**config.mk**
```make
export PLATFORM = sky130hd
export DESIGN_NAME = multiplier_arbiter
export DESIGN_NICKNAME = d
export VERILOG_FILES = /design/src/rtl/mul_arb_pkg.sv /design/src/rtl/rr_arbiter.sv /design/src/rtl/multiplier_arbiter.sv
export SDC_FILE = /design/constraint.sdc
export NUM_CORES = 1
export LEC_CHECK = 0
export BUFFER_PORTS_ARGS = -buffer_cell sky130_fd_sc_hd__buf_2
export CAP_MARGIN = 5
export CORE_AREA = 4 4 182 184
export DETAILED_ROUTE_END_ITERATION = 12
export DIE_AREA = 0 0 186 188
export PLACE_DENSITY_LB_ADDON = 0.08
export RECOVER_POWER = 50
export SLEW_MARGIN = 10
export SYNTH_ARGS = -nofsm -noshare
export SYNTH_HDL_FRONTEND = slang
export SYNTH_SLANG_ARGS = --single-unit
```
**constraint.sdc**
```tcl
create_clock -name clk -period 5.3 [get_ports clk]
set_clock_uncertainty 0.1 [all_clocks]
set_input_delay 0.265 -clock clk [delete_from_list [all_inputs] [get_ports clk]]
set_output_delay 0.265 -clock clk [all_outputs]
set_load 0.01 [all_outputs]
```
**src/rtl/mul_arb_pkg.sv**
```systemverilog
// Shared types and widths for the multiplier arbiter and its round-robin picker.
package mul_arb_pkg;

    localparam int OPND_W = 32;
    localparam int PROD_W = 64;

    typedef enum logic [1:0] {
        IDLE,
        ISSUE,
        WAIT,
        RESP
    } arb_state_t;

endpackage

```
**src/rtl/rr_arbiter.sv**
```systemverilog
// Combinational round-robin picker: first set request at or after ptr, wrapping.
module rr_arbiter #(
    parameter  int N  = 4,
    localparam int PW = (N > 1) ? $clog2(N) : 1
) (
    input  logic [N-1:0]  req,
    input  logic [PW-1:0] ptr,
    output logic [N-1:0]  grant,
    output logic [PW-1:0] idx
);

    always_comb begin
        logic          found;
        logic [PW-1:0] cand;
        grant = '0;
        idx   = '0;
        found = 1'b0;
        cand  = '0;
        for (int i = 0; i < N; i++) begin
            cand = PW'((int'(ptr) + i) % N);
            if (!found && req[cand]) begin
                found       = 1'b1;
                grant[cand] = 1'b1;
                idx         = cand;
            end
        end
    end

endmodule

```
**src/rtl/multiplier_arbiter.sv**
```systemverilog
// Time-shares one iterative multiplier among NUM_REQ clients: pick, launch, wait
// (with timeout), then hold the product on a shared response bus until consumed.
module multiplier_arbiter
    import mul_arb_pkg::*;
#(
    parameter int NUM_REQ        = 4,
    parameter int TIMEOUT_CYCLES = 16
) (
    input  logic                      clk,
    input  logic                      rst_n,
    input  logic [NUM_REQ-1:0]        req_valid,
    output logic [NUM_REQ-1:0]        req_ready,
    input  logic [NUM_REQ*OPND_W-1:0] req_a,
    input  logic [NUM_REQ*OPND_W-1:0] req_b,
    output logic [NUM_REQ-1:0]        resp_valid,
    input  logic [NUM_REQ-1:0]        resp_ready,
    output logic [PROD_W-1:0]         resp_r,
    output logic                      resp_err,
    output logic                      mul_valid_in,
    output logic [OPND_W-1:0]         mul_a,
    output logic [OPND_W-1:0]         mul_b,
    input  logic                      mul_valid_out,
    input  logic [PROD_W-1:0]         mul_r
);

    localparam int PTR_W = (NUM_REQ > 1) ? $clog2(NUM_REQ) : 1;
    localparam int TMR_W = $clog2(TIMEOUT_CYCLES + 1);

    arb_state_t          state_q, state_d;
    logic [PTR_W-1:0]    ptr_q, ptr_d;
    logic [PTR_W-1:0]    gnt_q, gnt_d;
    logic [OPND_W-1:0]   a_q, a_d, b_q, b_d;
    logic [PROD_W-1:0]   r_q, r_d;
    logic                err_q, err_d;
    logic [TMR_W-1:0]    tmr_q, tmr_d;

    logic [NUM_REQ-1:0]  arb_grant;
    logic [PTR_W-1:0]    arb_idx;
    logic [OPND_W-1:0]   opnd_a [NUM_REQ];
    logic [OPND_W-1:0]   opnd_b [NUM_REQ];

    for (genvar i = 0; i < NUM_REQ; i++) begin : g_opnd
        assign opnd_a[i] = req_a[OPND_W*i +: OPND_W];
        assign opnd_b[i] = req_b[OPND_W*i +: OPND_W];
    end

    rr_arbiter #(.N(NUM_REQ)) u_rr (
        .req   (req_valid),
        .ptr   (ptr_q),
        .grant (arb_grant),
        .idx   (arb_idx)
    );

    // Operands stay on the multiplier inputs for the whole operation.
    assign mul_a = a_q;
    assign mul_b = b_q;

    always_comb begin
        state_d      = state_q;
        ptr_d        = ptr_q;
        gnt_d        = gnt_q;
        a_d          = a_q;
        b_d          = b_q;
        r_d          = r_q;
        err_d        = err_q;
        tmr_d        = tmr_q;
        req_ready    = '0;
        resp_valid   = '0;
        resp_r       = '0;
        resp_err     = 1'b0;
        mul_valid_in = 1'b0;
        unique case (state_q)
            IDLE: begin
                if (|req_valid) begin
                    req_ready = arb_grant;
                    gnt_d     = arb_idx;
                    a_d       = opnd_a[arb_idx];
                    b_d       = opnd_b[arb_idx];
                    state_d   = ISSUE;
                end
            end
            ISSUE: begin
                mul_valid_in = 1'b1;
                tmr_d        = '0;
                state_d      = WAIT;
            end
            WAIT: begin
                // Completion is checked first so it beats a same-cycle timeout.
                if (mul_valid_out) begin
                    r_d     = mul_r;
                    err_d   = 1'b0;
                    state_d = RESP;
                end else if (tmr_q == TMR_W'(TIMEOUT_CYCLES - 1)) begin
                    r_d     = '0;
                    err_d   = 1'b1;
                    state_d = RESP;
                end else begin
                    tmr_d = tmr_q + TMR_W'(1);
                end
            end
            RESP: begin
                resp_valid[gnt_q] = 1'b1;
                resp_r            = r_q;
                resp_err          = err_q;
                if (resp_ready[gnt_q]) begin
                    ptr_d   = (gnt_q == PTR_W'(NUM_REQ - 1)) ? '0 : gnt_q + PTR_W'(1);
                    state_d = IDLE;
                end
            end
            default: state_d = IDLE;
        endcase
    end

    always_ff @(posedge clk or negedge rst_n) begin
        if (!rst_n) begin
            state_q <= IDLE;
            ptr_q   <= '0;
            gnt_q   <= '0;
            a_q     <= '0;
            b_q     <= '0;
            r_q     <= '0;
            err_q   <= 1'b0;
            tmr_q   <= '0;
        end else begin
            state_q <= state_d;
            ptr_q   <= ptr_d;
            gnt_q   <= gnt_d;
            a_q     <= a_d;
            b_q     <= b_d;
            r_q     <= r_d;
            err_q   <= err_d;
            tmr_q   <= tmr_d;
        end
    end

endmodule

```
Yosys cells after proc, flatten, opt, wreduce, memory -nomap -nowiden

Cells that the tools add are included.
W data, S select, Z words.

Output and inout port bits: 138
Bits in registers: 140
Word-level logic and storage cells: 114

Mux-type cells: 56
Add/subtract/negate cells: 5
Order comparisons: 11
Bitwise operators: 4
Reductions and logical operators: 20
Eq/ne operators: 10

Operators by type and width:

| kind                  | count |
|---|---|
| $mux W64              | 3 |
| $bmux W32 S2          | 2 |
| $mux W32              | 4 |
| $mux W4               | 7 |
| $mux W2               | 9 |
| $mux W1               | 17 |
| $lt A2 B3 Y1 const B  | 5 |
| $or A4 B4 Y4          | 3 |
| $bmux W1 S2           | 5 |
| $demux W1 S2          | 5 |
| $ge A2 B1 Y1 const B  | 5 |
| $mux W5               | 2 |
| $pmux W5 S2           | 1 |
| $logic_and A1 B1 Y1   | 8 |
| $ne A2 B2 Y1 const B  | 4 |
| $pmux W2 S4           | 1 |
| $eq A2 B2 Y1 const B  | 3 |
| $reduce_and A2 Y1     | 3 |
| $reduce_and A3 Y1     | 2 |
| $add A5 B1 Y5 const B | 1 |
| $eq A5 B4 Y1 const B  | 1 |
| $add A2 B1 Y2 const B | 2 |
| $add A2 B2 Y2 const B | 2 |
| $reduce_bool A2 Y1    | 2 |
| 7 further kinds       | 9 |

Depth between registers and ports, before layout

Gate-level depths: netlist of run 1.

Depth after elaboration: 16
Depth in mapped cells: 11
Gate-level depth less buffers: 8

Modules after synthesis

From an unflattened synthesis of run 1, not the netlist that was laid out.

Cells, all modules: 556
Area total of the unflattened synthesis: 7,742.4 sq um

By module, submodules not included:

| module             | area an instance (sq um) | times used | cells each | seq. area each (sq um) |
|---|---|---|---|---|
| multiplier_arbiter | 7,338.3                  | 1          | 508        | 3,503.4 |
| rr_arbiter         | 404.1                    | 1          | 48         | 0.0 |

Worst setup path before layout of run 1

No wires, ideal clock.

Path type: reg2out
From: reg ptr_q[1]
To: out req_ready[0]
Buffers on the path: 3
Data arrival time: 2.783 ns
Data required time: 4.935 ns
Cell stages (with the launch flop): 11
Path slack: 2.152 ns
Cell sequence: dfrtp_1 -> buf_4 -> inv_1 -> ha_1 -> buf_6 -> mux4_2 -> or2_1 -> buf_6 -> a2111oi_4 -> a22oi_1 -> a21oi_1

Word-level cells in the longest chain between the ends: 14
Elaborated cells on any way between the ends: 49
Classes of those cells: add/sub (3); order compare (8); mux (25); bitwise (3); reduce/logical (10)

Ends and longest elaborated chain:

| what                                                  | line                      | source |
|---|---|---|
| start: declaration                                    | multiplier_arbiter.sv:30  | `logic [PTR_W-1:0] ptr_q, ptr_d;` |
| start signal: assignment                              | multiplier_arbiter.sv:126 | `ptr_q <= ptr_d;` |
| branches (longest 11 deep; another with $lt A2 B3 Y1) | --                        |  |
| $mux W4 (*)                                           | rr_arbiter.sv:21          | `if (!found && req[cand]) begin` |
| $mux W4 (*)                                           | multiplier_arbiter.sv:74  | `if (\|req_valid) begin` |
| $mux W4 (*)                                           | multiplier_arbiter.sv:72  | `unique case (state_q)` |
| end: declaration                                      | multiplier_arbiter.sv:12  | `output logic [NUM_REQ-1:0] req_ready,` |

Mark *: on every way between the ends. The select of a mux whose other input is x is not followed.

Worst setup path in the final report of run 1

From: reg ptr_q[0]
To: out req_ready[2]

Same word-level chain as after synthesis.

==> reports/results.ini, run 1 <==
[outcome]
status = finished with violations
violations = max-capacitance violations, max-slew violations

[critical_path]
cp_top_family = compound AO/OA/AOI/OAI gates
cp-start-kind = flip-flop
slowest_stage = mux4_2
critPathMaxFanout = 21
reg2reg_slack_ns = 1.44
path_buf_inv = 3
crit_type = flip-flop to primary output
crit_required_ns = 4.93
critical_path_arrival_ns = 3.75
slowest_delay_ns = 0.69
path_cells = buf_4 -> inv_1 -> ha_1 -> mux4_2 -> or2_1 -> a2111oi_4 -> a22oi_1 -> a21oi_1 -> buf_2
endpoint_kind = primary output

[logic_synthesis]
synth_top_cell_by_area = dfrtp_1
yosys_warnings = 0
syn_area_per_cell_sq_um = 9.74
synth_area_leaders = dfrtp_1, a22o_1, o211ai_2
synth.top_cell.area_share_pct = 38.5
ys_seq_area_share_pct = 38.5
synth_seq_cells = 140
synth-edff-count = 0
yosysMostFrequentCell = dfrtp_1
synth_ff_type = dfrtp_1
syn_area_sq_um = 9100
ys_top_cells_by_count = dfrtp_1, nand2_1, and2_1
ys_async_sr_fraction_pct = 100
netlist-cell-type-count = 53
syn_inst = 934
syn-num-nets = 1282

[power]
leakagePower_nw = 6.19
intPower_mw = 4.00
switching_share_pct = 45.8
powerDensity_nw_per_um2 = 574
peakVddDrop_mv = 0.358
power.switching_mw = 3.38
power_frac_seq_pct = 25.5
p_comb_share_pct = 58.2
p_clk_share_pct = 16.3

[sta]
rsz0062_at_grt = no
setup_viol = 0
maxSlewHeadroom_pct = -68.1
timing.hold.ws_ns = 0.0274
fmax_ghz = 0.243
slew_viol_final = 42
fin_crit_sh_pct = 77.7
fin_crit_ns = 4.12
setup_tns_ns = 0
timing.final.ws_setup_ns = 1.18
tightest_slew_ns = 2.52
hold_viol = 0

[clocking]
cts_buffer_depth = 2
cts_root_buf = clkbuf_16
clock_sinks = 140
cts_tree = built
htree_levels = 4
clk_pin_slew_ns = 0.06
cts-resized-gates = 0
clk_latency_ns = 0.42
cts_made_buffers = 17
cts_setup_buffers = 0
holdBufCountCts = 68

[route]
postRouteAntennaNets = 0
via_per_inst = 5.09
drc = 0
vias = 9292
drt-pass1-iter-count = 5
drt-initial-drc-count = 489
wire_per_inst_um = 22.0
drt-total-wl_mm = 40.1

[global_route]
use_met3_pct = 5.43
gr-usage-met2_pct = 35.4
grt_max_degree = 91
grt_pass1_wl_mm = 59.1
grt_use_total_pct = 21.8
grt_pass1_vias = 9596
overflow = 0
use_met1_pct = 29.1
antenna_found_initial = 7
grt_most_used_layer = met2

[cells_and_area]
final_area_sq_um = 12900
drive_gt1_share_pct = 37.1
final_nets = 1756
instances_no_fill = 1824
syn_to_final_growth_pct = 41.2

[place]
place_ws_ns = 1.47
post-dp-hpwl_mm = 28.1
place.gp.congestion = 0.793
placedCellCount = 1723
place.port_buffers = 468
place_area_sq_um = 11700

[floorplanning]
die_area_sq_um = 35000
num_rows = 65
die_h_um = 188
coreArea_sq_um = 31400
ios = 469
start_util_pct = 29.0
die_x_um = 186

[min_path]
min_path_type = input port to flip-flop

[job]
maxCapViolations = 1

worst paths after layout:
check / end / start / cells after the start
max: req_ready[2] / ptr_q[0] / 9
min: mul_b[19] / req_b[19] / 3
max reg2reg: mul_a[16] / ptr_q[0] / 9
min reg2reg: r_q[14] / r_q[14] / 1
max in group asynchronous: ptr_q[0] / rst_n / 3
min in group asynchronous: r_q[42] / rst_n / 2
per-layer routing:
metal | share of wire [%] | vias up | routed length, um
li1 | - | 4458 | -
met1 | 44 | 4407 | 17500
met2 | 47 | 373 | 19000
met3 | 6.9 | 46 | 2780
met4 | 1.9 | 8 | 746
met5 | 0.13 | - | 54
power groups by stage:
stage | combinational, mW | sequential (mW) | clock [mW]
floorplan | 2.86 | 1.94 | 0
global placement | 4.36 | 1.88 | 0
detailed placement | 4.40 | 1.88 | 0
CTS | 4.44 | 1.87 | 1.24
global route | 4.73 | 1.94 | 1.28
finish | 4.30 | 1.88 | 1.20
area by class of cell:
| class | instances | area [sq um] |
|---|---|---|
| Multi-Input combinational cell | 683 | 5110 |
| Timing Repair Buffer | 557 | 3130 |
| Clock inverter | 10 | 116 |
| Antenna cell | 3 | 7.51 |
| Fill cell | 3194 | 18500 |
| Sequential cell | 140 | 3500 |
| Inverter | 9 | 33.8 |
| Tap cell | 402 | 503 |
| Clock buffer | 20 | 447 |
cell families (layout without fill, tap and decap cells):
kind of cell	Yosys count	in the layout	synth area share, %
AOI/OAI and AO/OA	328	328	30.8
other	0	3	0
buffers and inverters	111	596	5.91
adders and majority gates	17	17	2.34
and+or+nand+nor	288	288	16.4
muxes	50	50	6.10
DFF	140	140	38.5
worst register-to-register path: cells and delay by family (launching register included):
family | cells | cell delay [ns]
buffers and inverters | 4 | 1.25
multiplexers | 1 | 0.69
AND/OR/NAND/NOR | 1 | 0.50
adder cells (fa/ha/maj) | 1 | 0.49
AO/OA/AOI/OAI | 2 | 0.39
flip-flops | 1 | 0.32
placed cells by master, fill, tap and decap left out, types with 3 or more instances in the layout:
cell / Yosys / layout
buf_4: 3 / 16
dfrtp_1: 140 / 140
a21oi_1: 9 / 9
nor2_2: 10 / 11
o21ai_0: 46 / 45
mux2_2: 4 / 4
nand3_1: 40 / 40
clkbuf_1: 58 / 68
clkinv_2: 0 / 3
inv_1: 9 / 9
and2_1: 70 / 69
a21o_1: 25 / 25
dlygate4sd3_1: 0 / 68
ha_1: 17 / 16
diode_2: 0 / 3
nor2_1: 25 / 24
buf_2: 28 / 402
a2bb2o_1: 38 / 38
nand2_1: 82 / 81
mux4_2: 4 / 4
buf_12: 0 / 3
a22o_1: 65 / 65
o211ai_2: 39 / 37
o211ai_1: 53 / 53
a22o_2: 3 / 3
clkbuf_16: 0 / 17
mux2i_1: 42 / 42
or3_1: 50 / 50
o2111ai_1: 25 / 25
a22oi_1: 4 / 4
registers in the layout (all words and copies together), names as in the netlist:
| register | count |
|---|---|
| err_q | 1 |
| gnt_q | 2 |
| mul_a | 32 |
| mul_b | 32 |
| ptr_q | 2 |
| r_q | 64 |
| state_q | 2 |
| tmr_q | 5 |
through the flow:
step / total power [mW] / util (%)
6_report: 7.38 / 40.9
5_1_grt: 7.96 / 40.9
4_1_cts: 7.56 / 41.2
3_5_place_dp: 6.28 / 37.3
3_3_place_gp: 6.24 / 37.3
2_1_floorplan: 4.80 / -
Power figures use the tool's default switching activity.
==> inputs of run 2 (changes only) <==
ABC_AREA = 1   (was default)
clock period = 3.97 ns   (was 5.3 ns; I/O delays follow)
==> reports/results.ini, run 2 <==
[route]
wire_per_inst_um = 16.3  ; was 22.0 um
postRouteAntennaNets = 0  ; unchanged
drt-initial-drc-count = 551  ; was 489
drc = 0  ; unchanged
vias = 11600  ; was 9292
via_per_inst = 4.63  ; was 5.09
drt-pass1-iter-count = 7  ; was 5
drt-total-wl_mm = 40.9  ; was 40.1 mm

[outcome]
status = finished with violations  ; unchanged
violations = max-capacitance violations, max-slew violations  ; unchanged

[logic_synthesis]
netlist-cell-type-count = 26  ; was 53
syn-num-nets = 1972  ; was 1282
syn_area_sq_um = 9900  ; was 9100 sq um
yosysMostFrequentCell = nand2_1  ; was dfrtp_1
yosys_warnings = 0  ; unchanged
syn_inst = 1624  ; was 934
synth_top_cell_by_area = dfrtp_1  ; unchanged
ys_seq_area_share_pct = 35.4  ; was 38.5%
syn_area_per_cell_sq_um = 6.10  ; was 9.74 sq um
synth_area_leaders = dfrtp_1, nand2_1, nand3_1  ; was dfrtp_1, a22o_1, o211ai_2
synth-edff-count = 0  ; unchanged
synth.top_cell.area_share_pct = 35.4  ; was 38.5%
ys_async_sr_fraction_pct = 100  ; unchanged
ys_top_cells_by_count = nand2_1, nand3_1, inv_1  ; was dfrtp_1, nand2_1, and2_1
synth_seq_cells = 140  ; unchanged
synth_ff_type = dfrtp_1  ; unchanged

[cells_and_area]
fillers = 3453  ; was 3194
drive_gt1_share_pct = 22.4  ; was 37.1%
largest_reg_flops = 64  ; unchanged
regMostFlops = r_q  ; unchanged
final_cell_mix = nand2_1, buf_2, nand3_1, inv_1, dfrtp_1  ; was buf_2, dfrtp_1, nand2_1, and2_1
syn_to_final_growth_pct = 38.2  ; was 41.2%
instances_no_fill = 2512  ; was 1824
fin_util_pct = 43.6  ; was 40.9%
final_nets = 2438  ; was 1756
final_common_cell = nand2_1  ; was buf_2

[global_route]
use_met3_pct = 7.47  ; was 5.43%
grt_most_used_layer = met2  ; unchanged
grt_pass1_vias = 11400  ; was 9596
gr-usage-met2_pct = 37.6  ; was 35.4%
use_met1_pct = 27.3  ; was 29.1%
grt_use_total_pct = 22.4  ; was 21.8%
antenna_found_initial = 18  ; was 7
grt_pass1_wl_mm = 62.3  ; was 59.1 mm
grt_max_degree = 129  ; was 91
overflow = 0  ; unchanged

[place]
placedCellCount = 2406  ; was 1723
post-dp-hpwl_mm = 29.1  ; was 28.1 mm
place.gp.congestion = 0.858  ; was 0.793
place_ws_ns = 0.891  ; was 1.47 ns
place.port_buffers = 468  ; unchanged

[sta]
fmax_ghz = 0.278
fin_crit_ns = 3.60
tightest_slew_ns = 1.78  ; was 2.52 ns
rsz0062_at_grt = no  ; unchanged
hold_viol = 0  ; unchanged
fin_crit_sh_pct = 90.7
slew_viol_final = 114  ; was 42
maxSlewHeadroom_pct = -18.8  ; was -68.1%
timing.final.ws_setup_ns = 0.368  ; was 1.18 ns
setup_viol = 0  ; unchanged
setup_tns_ns = 0  ; unchanged

[power]
peakVddDrop_mv = 0.749  ; was 0.358 mV
powerDensity_nw_per_um2 = 880  ; was 574 nW/um^2
leakagePower_nw = 8.89  ; was 6.19 nW

[job]
maxCapViolations = 2  ; was 1

[floorplanning]
start_util_pct = 31.5  ; was 29.0%
die_h_um = 188  ; unchanged
die_area_sq_um = 35000  ; unchanged
num_rows = 65  ; unchanged
die_x_um = 186  ; unchanged
coreArea_sq_um = 31400  ; unchanged
ios = 469  ; unchanged

[clocking]
cts_made_buffers = 17  ; unchanged
cts_setup_buffers = 0  ; unchanged
cts_buffer_depth = 2  ; unchanged
htree_levels = 4  ; unchanged
cts_tree = built  ; unchanged
clk_pin_slew_ns = 0.07  ; was 0.06 ns
clock_sinks = 140  ; unchanged
clk_latency_ns = 0.43  ; was 0.42 ns
cts_root_buf = clkbuf_16  ; unchanged

[critical_path]
crit_type = flip-flop to flip-flop  ; was flip-flop to primary output
endpoint_kind = flip-flop  ; was primary output
cp-start-kind = flip-flop  ; unchanged
crit_required_ns = 4.19  ; was 4.93 ns
critPathMaxFanout = 24  ; was 21
critical_path_arrival_ns = 3.82  ; was 3.75 ns

[min_path]
min_path_type = input port to flip-flop  ; unchanged

-- run 2: cell type report --
cell class	instances	area, sq um	share of cell area, %
flip-flops and latches	140	3500	25.6
well taps	402	503	3.68
inverters	356	1340	9.77
repair buffers	553	3150	23.1
diodes	7	17.5	0.128
multi-input cells	1022	4610	33.7
clock inverters	15	128	0.933
clock buffers	17	425	3.11
-- run 2: path summary, 6_finish.rpt --
kind                       depth (start not counted)        end  slack (ns)  startpoint
max                                               15  mul_a[30]        0.37    ptr_q[0]
min                                                7   mul_a[0]        0.04   req_a[64]
max reg2reg                                       15  mul_a[30]        0.37    ptr_q[0]
min reg2reg                                        2  mul_a[23]        0.38   mul_a[23]
max in group asynchronous                          3  mul_a[28]        1.03       rst_n
min in group asynchronous                          2    r_q[10]        0.64       rst_n
-- run 2: per-layer routing --
metal  part of all wire [%]  vias up
li1                       -     5826
met1                     41     5288
met2                     49      417
met3                    8.1       71
met4                    2.0       24
met5                   0.37        -
-- run 2: power breakdown --
part / total (mW) / internal [mW] / switching (mW)
Clock: 1.56 / 0.822 / 0.736
Sequential: 2.53 / 2.12 / 0.418
Combinational: 7.94 / 2.65 / 5.29
-- run 2: cell families (layout without fill, tap and decap cells) --
group / Yosys count / in the layout / share of synthesized area, %
flip-flops: 140 / 140 / 35.4
AND/OR/NAND/NOR: 979 / 979 / 42.6
AO/OA/AOI/OAI: 26 / 26 / 1.47
buffers and inverters: 462 / 941 / 18.4
other: 0 / 7 / 0
adder cells (fa/ha/maj): 17 / 17 / 2.15
-- run 2: worst max-delay path: stages (launching register included) --
cell and delay, ns:
dfrtp_1 0.60, inv_2 0.16, ha_1 0.40, inv_1 0.09, nand3_1 0.08, nand2_1 0.06, nor2_1 0.12, nand2_2 0.14
nor2_2 0.18, inv_1 0.07, nand2_2 0.46, buf_12 0.26, nand3_1 0.09, nand3_1 0.07, dlygate4sd3_1 0.56, nand2_1 0.04
-- run 2: through the flow --
step / total power, mW / cell area [sq um] / hold WS, ns
6_report: 12.0 / 13700 / 0.0371
5_1_grt: 13.3 / 13700 / 0.0674
4_1_cts: 12.3 / 13800 / 0.0131
3_5_place_dp: 10.6 / 12500 / 0.151
3_3_place_gp: 10.6 / 12500 / 0.158
2_1_floorplan: 8.08 / 9900 / -0.197
-- run 2: repair_timing --
action / in CTS / in global routing
setup endpoints to repair: 0 / 0
endpoints found under the hold margin: 132 / 0
hold buffers: 67 / 0
resized for setup: 0 / 0
==> inputs of run 3 (changes only) <==
ABC_AREA = default   (was 1)
==> reports/results.ini, run 3 (synthesis gave the netlist of run 1 again) <==
[sta]
setup_viol = 0  ; unchanged
fin_crit_sh_pct = 93.1  ; was 90.7%
hold_viol = 0  ; unchanged
timing.hold.ws_ns = 0.00462  ; was 0.0371 ns
setup_tns_ns = 0  ; unchanged
tightest_slew_ns = 2.43  ; was 1.78 ns
fmax_ghz = 0.270  ; was 0.278 GHz
fin_crit_ns = 3.70  ; was 3.60 ns
rsz0062_at_grt = no  ; unchanged
slew_viol_final = 87  ; was 114
maxSlewHeadroom_pct = -62.1  ; was -18.8%

[min_path]
min_path_type = input port to flip-flop  ; unchanged

[cells_and_area]
fillers = 3198  ; was 3453
regMostFlops = r_q  ; unchanged
final_nets = 1833  ; was 2438
final_common_cell = buf_2  ; was nand2_1
syn_to_final_growth_pct = 50.3  ; was 38.2%
largest_reg_flops = 64  ; unchanged
final_cell_mix = buf_2, dfrtp_1, dlygate4sd3_1, nand2_1, and2_1  ; was nand2_1, buf_2, nand3_1, inv_1, dfrtp_1
drive_gt1_share_pct = 35.8  ; was 22.4%

[route]
vias = 9806  ; was 11600
wire_per_inst_um = 21.8  ; was 16.3 um
drc = 0  ; unchanged
drt-initial-drc-count = 480  ; was 551
postRouteAntennaNets = 0  ; unchanged
via_per_inst = 5.15  ; was 4.63
drt-pass1-iter-count = 5  ; was 7
drt-total-wl_mm = 41.4  ; was 40.9 mm

[clocking]
cts_root_buf = clkbuf_16  ; unchanged
cts_tree = built  ; unchanged
cts_made_buffers = 17  ; unchanged
htree_levels = 4  ; unchanged
cts_buffer_depth = 2  ; unchanged
clk_latency_ns = 0.42  ; was 0.43 ns
clock_sinks = 140  ; unchanged
clk_pin_slew_ns = 0.06  ; was 0.07 ns

[critical_path]
critical_path_arrival_ns = 3.88  ; was 3.82 ns
endpoint_kind = flip-flop  ; unchanged
crit_type = flip-flop to flip-flop  ; unchanged
crit_required_ns = 4.15  ; was 4.19 ns
critPathMaxFanout = 19  ; was 24
cp-start-kind = flip-flop  ; unchanged

[floorplanning]
coreArea_sq_um = 31400  ; unchanged
start_util_pct = 29.0  ; was 31.5%
die_h_um = 188  ; unchanged
die_x_um = 186  ; unchanged
ios = 469  ; unchanged
die_area_sq_um = 35000  ; unchanged
num_rows = 65  ; unchanged

[global_route]
antenna_found_initial = 12  ; was 18
grt_use_total_pct = 22.4  ; about the same
overflow = 0  ; unchanged
grt_max_degree = 87  ; was 129
grt_pass1_wl_mm = 60.6  ; was 62.3 mm
grt_pass1_vias = 9987  ; was 11400

[job]
maxCapViolations = 1  ; was 2

[place]
place.port_buffers = 468  ; unchanged
post-dp-hpwl_mm = 28.3  ; was 29.1 mm
place.gp.congestion = 0.846  ; was 0.858

[power]
powerDensity_nw_per_um2 = 762  ; was 880 nW/um^2
total_power_mw = 10.4  ; was 12.0 mW
peakVddDrop_mv = 0.340  ; was 0.749 mV
leakagePower_nw = 6.55  ; was 8.89 nW

[outcome]
status = finished with violations  ; unchanged
violations = max-capacitance violations, max-slew violations  ; unchanged

run 3: through the flow:
step                      utilization, %  cell area [sq um]  setup slack (ns)  std cells
after detailed placement            37.3              11700             0.635       1727
after global placement              37.3              11700             0.647       1727
after floorplan                        -               9100             0.889        934
final                               43.6              13700             0.273       1903
after global routing                43.6              13700            0.0680       1903
after CTS                           43.8              13800             0.169       1898
run 3: critical path, stage by stage, from the launching register on:
cell and delay, ns:
dfrtp_1 0.34, inv_1 0.10, ha_2 0.44, mux4_2 0.69, o211ai_4 0.25, nand2_2 0.40, buf_4 0.39, mux2i_1 0.18
dlygate4sd3_1 0.57, o211ai_1 0.08
run 3: repair_timing:
| item | in CTS | in global routing |
|---|---|---|
| endpoints found under the hold margin | 195 | 1 |
| hold buffers | 139 | 1 |
| setup buffers | 0 | 0 |
| resized for setup | 0 | 1 |
| setup endpoints to repair | 0 | 4 |
run 3: path summary, 6_finish.rpt:
path	cells past startpoint	endpoint	slack, ns	startpoint
max	9	mul_a[22]	0.27	ptr_q[0]
min	3	mul_b[0]	0.005	req_b[0]
max reg2reg	9	mul_a[22]	0.27	ptr_q[0]
min reg2reg	1	r_q[53]	0.39	r_q[53]
max in group asynchronous	3	r_q[13]	0.73	rst_n
min in group asynchronous	2	r_q[47]	0.94	rst_n
run 3: report_power, final:
part | total [mW] | internal (mW) | leakage, nW | switching, mW
Sequential | 2.50 | 2.12 | 1.74 | 0.383
Combinational | 6.11 | 2.54 | 4.51 | 3.58
Clock | 1.81 | 1.09 | 0.307 | 0.728
Total | 10.4 | 5.74 | 6.55 | 4.69
run 3: area by class of cell:
type                       instances  area, sq um  share of cell area (%)
antenna                            3         7.51                  0.0549
clock inverter                    14          206                    1.51
clock buffer                      18          439                    3.21
sequential                       140         3500                    25.6
multi-input combinational        684         5120                    37.4
timing repair buffer             633         3860                    28.2
tap                              402          503                    3.68
inverter                           9         33.8                   0.247
run 3: per-layer routing:
metal | GRT usage, % | part of all wire [%]
met1 | 28.9 | 43
met2 | 37.0 | 48
met3 | 5.88 | 7.3
met4 | 5.83 | 1.9
met5 | 0 | 0.29
